<file path="src/rtl/dmem_lsu.sv">
// Load/store unit between the core memory stage and a word-only data memory.
// Handles sub-word loads with extension and sub-word stores via read-modify-write.
module dmem_lsu #(
    parameter int unsigned MEM_BYTES = 2048
) (
    input  logic        clk,
    input  logic        rst_n,
    input  logic        req_valid,
    output logic        req_ready,
    input  logic        req_we,
    input  logic [1:0]  req_size,
    input  logic        req_unsigned,
    input  logic [31:0] req_addr,
    input  logic [31:0] req_wdata,
    output logic        resp_valid,
    output logic [31:0] resp_rdata,
    output logic        resp_err,
    output logic [31:0] mem_addr,
    output logic [31:0] mem_wdata,
    output logic        mem_we,
    input  logic [31:0] mem_rdata
);

    typedef enum logic [2:0] {
        StIdle, StLoad, StRmwRd, StWrite, StResp, StErr
    } state_e;

    state_e      state_q, state_d;
    logic [31:0] addr_q, addr_d;
    logic [31:0] wdata_q, wdata_d;
    logic [31:0] buf_q, buf_d;
    logic [31:0] rdata_q, rdata_d;
    logic [1:0]  size_q, size_d;
    logic        uns_q, uns_d;
    logic        err_q, err_d;

    logic        req_bad;
    logic [4:0]  shamt;
    logic [31:0] lane;
    logic [31:0] load_data;
    logic [31:0] lane_mask;
    logic [31:0] merged;

    // Full 32-bit compare so high addresses never alias into the RAM.
    assign req_bad = (req_size == 2'b11)
                   | ((req_size == 2'b01) & req_addr[0])
                   | ((req_size == 2'b10) & (req_addr[1:0] != 2'b00))
                   | (req_addr >= MEM_BYTES);

    assign shamt = {addr_q[1:0], 3'b000};
    assign lane  = mem_rdata >> shamt;

    always_comb begin
        load_data = lane;
        case (size_q)
            2'b00:   load_data = uns_q ? {24'h0, lane[7:0]} : {{24{lane[7]}}, lane[7:0]};
            2'b01:   load_data = uns_q ? {16'h0, lane[15:0]} : {{16{lane[15]}}, lane[15:0]};
            default: load_data = lane;
        endcase
    end

    assign lane_mask = ((size_q == 2'b00) ? 32'h0000_00ff : 32'h0000_ffff) << shamt;
    assign merged    = (mem_rdata & ~lane_mask) | ((wdata_q << shamt) & lane_mask);

    always_comb begin
        state_d = state_q;
        addr_d  = addr_q;
        wdata_d = wdata_q;
        buf_d   = buf_q;
        rdata_d = rdata_q;
        size_d  = size_q;
        uns_d   = uns_q;
        err_d   = err_q;
        unique case (state_q)
            StIdle: begin
                if (req_valid) begin
                    addr_d  = req_addr;
                    size_d  = req_size;
                    uns_d   = req_unsigned;
                    wdata_d = req_wdata;
                    if (req_bad) begin
                        state_d = StErr;
                    end else if (!req_we) begin
                        state_d = StLoad;
                    end else if (req_size == 2'b10) begin
                        buf_d   = req_wdata;
                        state_d = StWrite;
                    end else begin
                        state_d = StRmwRd;
                    end
                end
            end
            StLoad: begin
                rdata_d = load_data;
                err_d   = 1'b0;
                state_d = StResp;
            end
            StRmwRd: begin
                buf_d   = merged;
                state_d = StWrite;
            end
            StWrite: begin
                rdata_d = 32'h0;
                err_d   = 1'b0;
                state_d = StResp;
            end
            StErr: begin
                rdata_d = 32'h0;
                err_d   = 1'b1;
                state_d = StResp;
            end
            StResp:  state_d = StIdle;
            default: state_d = StIdle;
        endcase
    end

    always_ff @(posedge clk or negedge rst_n) begin
        if (!rst_n) begin
            state_q <= StIdle;
            addr_q  <= 32'h0;
            wdata_q <= 32'h0;
            buf_q   <= 32'h0;
            rdata_q <= 32'h0;
            size_q  <= 2'b00;
            uns_q   <= 1'b0;
            err_q   <= 1'b0;
        end else begin
            state_q <= state_d;
            addr_q  <= addr_d;
            wdata_q <= wdata_d;
            buf_q   <= buf_d;
            rdata_q <= rdata_d;
            size_q  <= size_d;
            uns_q   <= uns_d;
            err_q   <= err_d;
        end
    end

    // Memory-side outputs come from registered state only.
    always_comb begin
        req_ready  = (state_q == StIdle);
        resp_valid = (state_q == StResp);
        resp_err   = (state_q == StResp) & err_q;
        resp_rdata = rdata_q;
        mem_addr   = 32'h0;
        mem_wdata  = 32'h0;
        mem_we     = 1'b0;
        if (state_q == StLoad || state_q == StRmwRd || state_q == StWrite) begin
            mem_addr = {addr_q[31:2], 2'b00};
        end
        if (state_q == StWrite) begin
            mem_wdata = buf_q;
            mem_we    = 1'b1;
        end
    end

endmodule

</file>
<file path="config.mk">
export PLATFORM = sky130hd
export DESIGN_NAME = dmem_lsu
export DESIGN_NICKNAME = d
export VERILOG_FILES = /design/src/rtl/dmem_lsu.sv
export SDC_FILE = /design/constraint.sdc
export NUM_CORES = 1
export LEC_CHECK = 0
export CAP_MARGIN = 10
export CELL_PAD_IN_SITES_DETAIL_PLACEMENT = 1
export CELL_PAD_IN_SITES_GLOBAL_PLACEMENT = 2
export CORE_UTILIZATION = 30
export CTS_BUF_LIST = sky130_fd_sc_hd__clkbuf_8
export CTS_CLUSTER_SIZE = 10
export DETAILED_ROUTE_END_ITERATION = 16
export MAX_ROUTING_LAYER = met4
export PLACE_DENSITY = 0.91
export SETUP_SLACK_MARGIN = 0.05
export SYNTH_ARGS = -nofsm -noshare
export SYNTH_HDL_FRONTEND = slang
export SYNTH_SLANG_ARGS = --single-unit
export TNS_END_PERCENT = 20
</file>
<file path="constraint.sdc">
create_clock -name clk -period 3 [get_ports clk]
set_input_delay 0.6 -clock clk [delete_from_list [all_inputs] [get_ports clk]]
set_output_delay 0.6 -clock clk [all_outputs]
set_load 0.01 [all_outputs]
</file>
==> flow_summary.toml <==
[status]
outcome = "finished, final reports clean"

[worst_setup_path]
endpoint_kind = "primary output"
cpPeakStageDelay_ps = 560
startpoint_type = "register"
critPathArrivalTime_ps = 2200
required_ps = 2400
path_class = "reg2out"
critical_path.max_fanout = 37
crit_path_cell_trace = "nor2b_2, buf_6, and3_1, clkdlybuf4s50_1"
cpMaxStageDelayCell = "clkdlybuf4s50_1"

[clock_tree]
clk_latency_ps = 450
post_cts.repair.setup_buffers = 0
cts_max_level = 4
clockBufferDepth = 2
cts_made_buffers = 17
cts_root_buffer = "clkbuf_8"
cts_tree = "yes"
clk_pin_slew_ps = 80
cts_sinks = 119
cts-hold-fix-buffers = 0

[sta]
finalMaxSlewViolations = 0
finalHoldViolations = 0
finalSetupViolCount = 0
slew_headroom_pct = 22.4
worst_pin_slew_ps = 1160
fin_crit_sh_pct = 93.3
skew_ps = 12.8
rsz0062_at_grt = "false"
tns_ps = 0
max_clock_freq_mhz = 357
fin_crit_ps = 2800

[floorplanning]
rows = 52
start_util_pct = 30.8
dieArea_mm2 = 0.0215
ios = 203
core-area_mm2 = 0.0204
die_y_um = 147
die_w_um = 147

[placed_design]
place_congestion = 0.823
io_buffer_count = 200
dp_hpwl_mm = 16.1

[grt]
grtUsageTotal_pct = 21.5
antenna_found_initial = 1
grt_pass1_wl_mm = 33.9
grt_pass1_vias = 5710
grt_max_degree = 59
grt-ovfl-total = 0

[yosys]
ys_types = 38
yosysSeqAreaShare_pct = 47.5
yosysWarnings = 0
ys_ff_latch = 119
syn_area_mm2 = 0.00627
synthCells = 591
synth.avg_cell_area_um2 = 10.6

[route]
routed_via_density = 5.06
drcViolationCount = 0
routed_wl_mm = 21.7
drt_pass1_iterations = 4
vias = 5390
final_antenna_net_count = 0
wire_per_inst_um = 20.4
drt_iter0_drc = 375

[flow_run]
cap_violations = 0

[power]
total_power_mw = 7.26
ir_drop_v = 0.000324
p_leak_nw = 3.95
power.density_mw_per_mm2 = 806

[cells_and_area]
final_common_cell = "clkdlybuf4s50_1"
nets = 885
drive_above_1_share_pct = 19.1
most-common-layout-cells = "clkdlybuf4s50_1, dfrtp_1, mux2_2"
syn_to_final_growth_pct = 43.7

[min_path]
min-delay-path-class = "in2async"
[worst paths after layout]
check                                      startpoint                          to  slack [ps]  cells after the start
setup / recovery               state_q[2]$_DFFE_PN0P_                mem_wdata[8]         200                      4
min in group clk           resp_rdata[14]$_DFFE_PN0P_  resp_rdata[14]$_DFFE_PN0P_         480                      2
hold / removal                                  rst_n       addr_q[6]$_DFFE_PN0P_         140                      1
max in group asynchronous                       rst_n       buf_q[14]$_DFFE_PN0P_        1980                      2
hold reg to reg            resp_rdata[14]$_DFFE_PN0P_  resp_rdata[14]$_DFFE_PN0P_         480                      2
setup reg to reg               state_q[1]$_DFFE_PN0P_       buf_q[30]$_DFFE_PN0P_         330                      6
[flip-flops by register name (all words and copies together) (netlist names)]
signal / count
buf_q: 32
addr_q: 32
size_q: 2
uns_q: 1
state_q: 3
wdata_q: 16
resp_rdata: 32
err_q: 1
[stage by stage]
step	cell area, um2	utilization [%]	hold WS, ps	setup slack (ps)	std cells
2_1_floorplan	6270	-	304	953	592
3_3_place_gp	8560	42.0	466	330	1033
3_5_place_dp	8560	42.0	470	304	1033
4_1_cts	9000	44.2	140	122	1065
5_1_grt	9010	44.2	154	118	1066
6_report	9010	44.2	141	200	1066
[synth_stat cells, drive strengths merged]
master   instances  area share (%)
o21ai           41             3.3
and2            34             3.4
or3b             1            0.14
a31oi            2            0.20
o31a             1            0.14
conb             1           0.060
o21ba            1            0.16
a21oi           12            0.96
o41ai            1            0.14
o2bb2ai          1            0.14
and3            33             3.3
nand4            1            0.10
buf             20             1.7
dfrtp          119              48
nand2           76             4.6
o221ai           8             1.1
nor3             7            0.56
nor2b            4            0.40
mux2            92              17
a22o             7            0.98
or2              2            0.24
nor4             4            0.40
mux2i           32             5.1
a22oi           16             1.9
a221o           16             2.6
clkbuf          27             1.6
inv              2            0.12
nor2            19             1.1
nand2b           8            0.80
o211ai           1            0.12
a2111oi          1            0.44
a21o             1            0.12
[metal layers]
layer / vias to the layer above / GRT usage (%) / wire [um]
li1: 2506 / - / -
met3: 25 / 4.81 / 1160
met1: 2701 / 28.1 / 9780
met2: 158 / 33.1 / 10400
met4: 0 / 6.72 / 397
met5: - / - / 0
[repair_timing]
action                                 in CTS  in global routing
resized for setup                           1                  1
endpoints found under the hold margin       0                  0
setup endpoints to repair                   1                  1
[cell type report]
type | instances | area (um2)
fillers | 2212 | 11400
diodes | 1 | 2.50
clock inverters | 13 | 179
well taps | 270 | 338
clock buffers | 19 | 262
repair buffers | 218 | 2150
multi-input cells | 424 | 3090
inverters | 2 | 7.51
flip-flops and latches | 119 | 2980
[power breakdown]
group / switching, mW / leakage (nW) / total, mW / internal (mW)
Clock: 0.689 / 0.219 / 1.63 / 0.943
Combinational: 1.44 / 2.21 / 3.05 / 1.60
Sequential: 0.409 / 1.53 / 2.57 / 2.17
[kinds of logic after synthesis]
kind of cell | share of synthesized area [%]
AOI/OAI and AO/OA | 12.3
buffers and inverters | 3.45
DFF | 47.5
other | 0.0598
and+or+nand+nor | 15.0
muxes | 21.7
[worst max-delay path, delay by kind of cell (launching register included)]
family                 cells  cell delay (ps)
DFF                        1              490
buffers and inverters      2              830
and+or+nand+nor            2              430
Power figures use the tool's default switching activity.
